## src/rtl/seq_mult16_pkg.sv

```systemverilog
// Shared ALU definitions for the sequential shift-add multiplier.
package seq_mult16_pkg;

    localparam int unsigned MUL_W = 16;

    typedef enum logic [1:0] {
        ST_IDLE = 2'd0,
        ST_CALC = 2'd1,
        ST_DONE = 2'd2,
        ST_RSVD = 2'd3
    } mul_state_e;

endpackage

```

## src/rtl/seq_mult16_if.sv

```systemverilog
// Start/busy/done handshake and operand/product bus of the MUL unit.
interface seq_mult16_if;
    import seq_mult16_pkg::*;

    logic                 start;
    logic [MUL_W-1:0]     a;
    logic [MUL_W-1:0]     b;
    logic                 busy;
    logic                 done;
    logic [2*MUL_W-1:0]   p;
    logic                 ovf;

    modport master (output start, a, b, input  busy, done, p, ovf);
    modport slave  (input  start, a, b, output busy, done, p, ovf);
endinterface

```

## src/rtl/seq_mult16_adder.sv

```systemverilog
// Plain ripple-carry adder; the multiplier folds Sum/Cout back each cycle.
module seq_mult16_adder #(
    parameter int unsigned WIDTH = 16
) (
    input  logic [WIDTH-1:0] i_a,
    input  logic [WIDTH-1:0] i_b,
    input  logic             i_cin,
    output logic [WIDTH-1:0] o_sum,
    output logic             o_cout
);
    logic [WIDTH:0] w_carry;

    assign w_carry[0] = i_cin;

    for (genvar i = 0; i < WIDTH; i++) begin : g_fa
        assign o_sum[i]       = i_a[i] ^ i_b[i] ^ w_carry[i];
        assign w_carry[i + 1] = (i_a[i] & i_b[i]) | (w_carry[i] & (i_a[i] ^ i_b[i]));
    end

    assign o_cout = w_carry[WIDTH];
endmodule

```

## src/rtl/seq_mult16.sv

```systemverilog
// Sequential unsigned shift-add multiplier, one multiplier bit per cycle.
module seq_mult16
    import seq_mult16_pkg::*;
#(
    parameter int unsigned WIDTH = MUL_W,
    parameter int unsigned CNT_W = 5
) (
    input  logic          clk,
    input  logic          rst_n,
    seq_mult16_if.slave   bus
);
    mul_state_e       r_state, w_state_nxt;
    logic [CNT_W-1:0] r_count, w_count_nxt;
    logic [WIDTH-1:0] r_hi,    w_hi_nxt;
    logic [WIDTH-1:0] r_lo,    w_lo_nxt;
    logic [WIDTH-1:0] r_areg,  w_areg_nxt;
    logic             r_busy,  w_busy_nxt;
    logic             r_done,  w_done_nxt;
    logic             r_ovf,   w_ovf_nxt;

    logic [WIDTH-1:0] w_addend;
    logic [WIDTH-1:0] w_sum;
    logic             w_cout;

    // Multiplier LSB gates the multiplicand into the adder.
    assign w_addend = r_lo[0] ? r_areg : '0;

    seq_mult16_adder #(.WIDTH(WIDTH)) u_adder (
        .i_a    (r_hi),
        .i_b    (w_addend),
        .i_cin  (1'b0),
        .o_sum  (w_sum),
        .o_cout (w_cout)
    );

    always_ff @(posedge clk or negedge rst_n) begin
        if (!rst_n) begin
            r_state <= ST_IDLE;
            r_count <= '0;
            r_hi    <= '0;
            r_lo    <= '0;
            r_areg  <= '0;
            r_busy  <= 1'b0;
            r_done  <= 1'b0;
            r_ovf   <= 1'b0;
        end else begin
            r_state <= w_state_nxt;
            r_count <= w_count_nxt;
            r_hi    <= w_hi_nxt;
            r_lo    <= w_lo_nxt;
            r_areg  <= w_areg_nxt;
            r_busy  <= w_busy_nxt;
            r_done  <= w_done_nxt;
            r_ovf   <= w_ovf_nxt;
        end
    end

    always_comb begin
        w_state_nxt = r_state;
        w_count_nxt = r_count;
        w_hi_nxt    = r_hi;
        w_lo_nxt    = r_lo;
        w_areg_nxt  = r_areg;

        case (r_state)
            ST_IDLE: begin
                if (bus.start) begin
                    w_areg_nxt  = bus.a;
                    w_hi_nxt    = '0;
                    w_lo_nxt    = bus.b;
                    w_count_nxt = '0;
                    w_state_nxt = ST_CALC;
                end
            end
            ST_CALC: begin
                // Carry becomes the new MSB as the 33-bit {c,s,lo} shifts right.
                w_hi_nxt    = {w_cout, w_sum[WIDTH-1:1]};
                w_lo_nxt    = {w_sum[0], r_lo[WIDTH-1:1]};
                w_count_nxt = r_count + CNT_W'(1);
                if (r_count == CNT_W'(WIDTH - 1)) begin
                    w_state_nxt = ST_DONE;
                end
            end
            ST_DONE: begin
                w_state_nxt = ST_IDLE;
            end
            default: begin
                w_state_nxt = ST_IDLE;
            end
        endcase

        w_busy_nxt = (w_state_nxt == ST_CALC) || (w_state_nxt == ST_DONE);
        w_done_nxt = (w_state_nxt == ST_DONE);
        w_ovf_nxt  = |w_hi_nxt;
    end

    assign bus.busy = r_busy;
    assign bus.done = r_done;
    assign bus.p    = {r_hi, r_lo};
    assign bus.ovf  = r_ovf;
endmodule

```

## src/flat_wrapper.sv

```systemverilog
// flat-port wrapper written by rule: the top's interface ports become plain ports
module seq_mult16_flat import seq_mult16_pkg::*;
#(
    parameter int unsigned WIDTH = MUL_W,
    parameter int unsigned CNT_W = 5
)
  (clk, rst_n, bus_start, bus_a, bus_b, bus_busy, bus_done, bus_p, bus_ovf);
  seq_mult16_if bus_i ();
  input  logic clk;
  input  logic rst_n;
  input wire logic [$bits(bus_i.start)-1:0] bus_start;
  input wire logic [$bits(bus_i.a)-1:0] bus_a;
  input wire logic [$bits(bus_i.b)-1:0] bus_b;
  output wire logic [$bits(bus_i.busy)-1:0] bus_busy;
  output wire logic [$bits(bus_i.done)-1:0] bus_done;
  output wire logic [$bits(bus_i.p)-1:0] bus_p;
  output wire logic [$bits(bus_i.ovf)-1:0] bus_ovf;
  assign bus_i.start = bus_start;
  assign bus_i.a = bus_a;
  assign bus_i.b = bus_b;
  assign bus_busy = bus_i.busy;
  assign bus_done = bus_i.done;
  assign bus_p = bus_i.p;
  assign bus_ovf = bus_i.ovf;
  seq_mult16 #(.WIDTH(WIDTH), .CNT_W(CNT_W)) u_core (.clk(clk), .rst_n(rst_n), .bus(bus_i));
endmodule
```

## config.mk

```make
export PLATFORM = sky130hd
export DESIGN_NAME = seq_mult16_flat
export DESIGN_NICKNAME = d
export VERILOG_FILES = /design/src/rtl/seq_mult16_pkg.sv /design/src/rtl/seq_mult16_if.sv /design/src/rtl/seq_mult16_adder.sv /design/src/rtl/seq_mult16.sv /design/src/flat_wrapper.sv
export SDC_FILE = /design/constraint.sdc
export NUM_CORES = 1
export LEC_CHECK = 0
export CAP_MARGIN = 0
export CORE_UTILIZATION = 45
export DETAILED_ROUTE_END_ITERATION = 10
export PLACE_DENSITY = 0.74
export SYNTH_ARGS = -nofsm -noshare
export SYNTH_HDL_FRONTEND = slang
export SYNTH_SLANG_ARGS = --single-unit
```

## constraint.sdc

```tcl
create_clock -name clk -period 7.5 [get_ports clk]
set_clock_uncertainty 0.15 [all_clocks]
set_input_delay 1.5 -clock clk [delete_from_list [all_inputs] [get_ports clk]]
set_output_delay 1.5 -clock clk [all_outputs]
set_load 0.01 [all_outputs]
```

==> results by group <==
Placed design
  • Dpl cell area: 3670 µm²
  • Port-buffer cells: 69
  • Detailed-placement wirelength estimate: 4780 µm
  • GPL Wtd Cong: 0.825
  • Placed insts: 405

Logic synthesis
  • Seq/Total Area, Yosys: 49.4%
  • Synth Net Count: 323
  • Post-Synthesis Mean Instance Area: 10.9 µm²
  • Mapped Cells: 269
  • Register bit total from synthesis: 58
  • Synth cell types: 28
  • YS warnings: 0
  • Post-Syn Area: 2940 µm²

Detailed routing
  • TritonRoute pass-1 iters: 4
  • WL/cell: 15.8 µm
  • Post-Route WL: 6660 µm
  • Final ANT Viol Nets: 0
  • DR iter-0 viols: 151
  • Via density: 5.36
  • # DRC: 0
  • Vias: roughly 2300

Pwr
  • Pwr/cell area: around 430 nW/µm²
  • Design Power: about 1.7 mW
  • Leakage: between 1.5 and 2 nW
  • VDD IR max: 0.200 mV

Timing
  • Final TNS setup: 0 ns
  • Worst-Margin Slew: ~1.1 ns
  • Max Slew Vio Count: 0
  • RSZ-0062 raised after global routing: no
  • Final Hold Viols: 0
  • Fmax: 0.139 GHz
  • Max-slew headroom: 27.7%
  • Tmin final: 7.22 ns
  • # setup viols final: 0
  • Final period utilization: a little over nine tenths

Floorplanning
  • Ports: 70
  • Die area: 6850 µm²
  • Starting Density: 46.5%
  • Die H: 82.8 µm
  • Die Width: 82.8 µm
  • Core area: 6310 µm²
  • Std cell rows: 29

Final layout
  • Design area: 3860 µm²
  • Commonest non-fill, non-tap cell in the layout: clkdlybuf4s50_1
  • Non-Filler Instances: 421
  • Antenna cells: 0
  • Finished Core Util: 61.1%
  • Filler Cell Count: 520
  • Final nets: 393
  • Most frequent cells in the layout: clkdlybuf4s50_1, dfrtp_1, nand2_1, o21ai_0, inv_1
  • Area grow syn2layout: 31.5%
  • Layout cell share with drive strength beyond 1: 10.8%

Worst hold path
  • Hold EP: u_core.r_count[3]$_DFFE_PN0P_
  • Min-Delay Path Class: reg2reg
  • Count of cells along the worst hold path: 1
  • Hold Startpoint: u_core.r_count[3]$_DFFE_PN0P_

Critical path
  • CP required: 7.56 ns
  • Worst Path Max Fanout: 17
  • R2r setup slk: 0.28 ns
  • Capturing point of the worst reg2reg path: u_core.bus.ovf$_DFF_PN0_
  • Startpoint Class: flip-flop
  • CP Class: reg2reg
  • Worst endpoint data arrival time: 7.28 ns
  • Worst Reg2Reg Path Length in Cells: 22
  • Worst setup EP type: flip-flop
  • Reg2reg start: u_core.r_lo[0]$_DFFE_PN0P_
  • Crit path from: u_core.r_lo[0]$_DFFE_PN0P_

Clock tree
  • Post-CTS Hold Fix Bufs: 0
  • Clock-pin slew on the worst setup and hold paths: roughly 0.07 ns
  • CTS root buf: clkbuf_8
  • H-tree depth: 3
  • Clock Tree Buf Depth: 2
  • Num Clock Sinks: 58
  • Post-CTS Setup Inserts: 0
  • TritonCTS Buffers: 9
  • Worst skew pair latency: 0.34 ns
  • Post_cts resized: 0
  • CTS tree: yes

Global routing
  • Pin count of the biggest net entering global routing: slightly below 60
  • First-pass GRT wire length: 11000 µm
  • Vias in the first global route: ~2200
  • GRT Total Usage: 22.3%
  • Total grt overflow: 0
  • Initial antenna violation count: 0

Run status
  • Status: finished clean

Run
  • Max Cap Violations: 0
==> worst max path at each step <==
stage,end,slack [ns],cells past startpoint
floorplan,u_core.bus.ovf$_DFF_PN0_,0.30,24
global placement,u_core.bus.ovf$_DFF_PN0_,0.41,22
detailed placement,u_core.bus.ovf$_DFF_PN0_,0.28,22
CTS,u_core.bus.ovf$_DFF_PN0_,0.27,22
global route,u_core.bus.ovf$_DFF_PN0_,0.02,23
finish,u_core.bus.ovf$_DFF_PN0_,0.28,22
==> cells by family (layout without fill, tap and decap cells) <==
family	count (synthesis)	after routing	synth area share (%)
AND/OR/NAND/NOR	71	71	13.1
flip-flops	58	58	49.4
adder cells (fa/ha/maj)	19	19	11.9
multiplexers	18	18	6.82
buffers and inverters	34	109	5.07
AO/OA/AOI/OAI	69	69	13.6
==> stage by stage <==
| stage | hold WS (ns) | setup slack, ns |
|---|---|---|
| floorplan | 0.288 | 0.300 |
| global placement | 0.314 | 0.408 |
| detailed placement | 0.323 | 0.276 |
| CTS | 0.331 | 0.265 |
| global route | 0.347 | 0.0176 |
| finish | 0.327 | 0.282 |
==> area by class of cell <==
type	instances	area, µm²	share of cell area [%]
clock inverters	2	10.0	0.259
inverters	20	75.1	1.95
multi-input cells	177	1340	34.7
well taps	77	96.3	2.50
repair buffers	73	716	18.5
clock buffers	14	173	4.47
flip-flops and latches	58	1450	37.6
==> cell usage after synthesis <==
library cell | instances | share of area, %
nand2_1 | 33 | 4.2
mux2_2 | 16 | 6.1
ha_1 | 4 | 1.7
nand4b_1 | 1 | 0.30
o2bb2ai_1 | 1 | 0.30
and2_1 | 2 | 0.43
nor2b_1 | 11 | 2.3
nor2_1 | 1 | 0.13
nor3b_4 | 1 | 0.64
o21bai_1 | 1 | 0.26
buf_4 | 2 | 0.51
clkbuf_1 | 6 | 0.77
fa_1 | 15 | 10
nand4_1 | 5 | 1.1
a21oi_1 | 16 | 2.7
inv_1 | 20 | 2.6
dfrtp_1 | 58 | 49
and3_1 | 1 | 0.21
o21ai_0 | 33 | 5.6
a22o_1 | 3 | 0.90
buf_2 | 5 | 0.85
and3b_1 | 1 | 0.30
nand2b_1 | 4 | 0.85
mux2i_1 | 2 | 0.68
and2b_1 | 6 | 1.5
nor4_1 | 5 | 1.1
buf_6 | 1 | 0.38
a22oi_1 | 15 | 3.8
==> state kept, by name, indices dropped and copies added (netlist names) <==
name             count
u_core.r_hi         16
u_core.r_state       2
u_core.r_count       5
u_core.r_areg       16
u_core.r_lo         16
u_core.bus.done      1
u_core.bus.ovf       1
u_core.bus.busy      1
==> power by group <==
group / internal [mW] / switching, mW
Combinational: 0.404 / 0.370
Clock: 0.146 / 0.118
Sequential: 0.468 / 0.150
Total: 1.02 / 0.639
==> worst max-delay path, stage by stage (launching register included) <==
cell	delay, ns
dfrtp_1	0.34
buf_4	0.19
nand2_1	0.10
fa_1	0.41
fa_1	0.41
fa_1	0.39
fa_1	0.40
fa_2	0.36
fa_1	0.39
fa_1	0.39
fa_1	0.39
fa_1	0.40
fa_1	0.40
fa_1	0.40
fa_1	0.39
fa_1	0.37
inv_1	0.07
fa_1	0.16
inv_1	0.05
fa_1	0.49
nand4b_1	0.10
nor4_1	0.22
o2bb2ai_1	0.10
==> routing by layer <==
layer	part of all wire [%]	global-route usage, %
met3	5.2	6.37
met1	45	31.3
met5	0	0
met4	2.2	8.97
met2	47	32.5
Power figures use the tool's default switching activity.
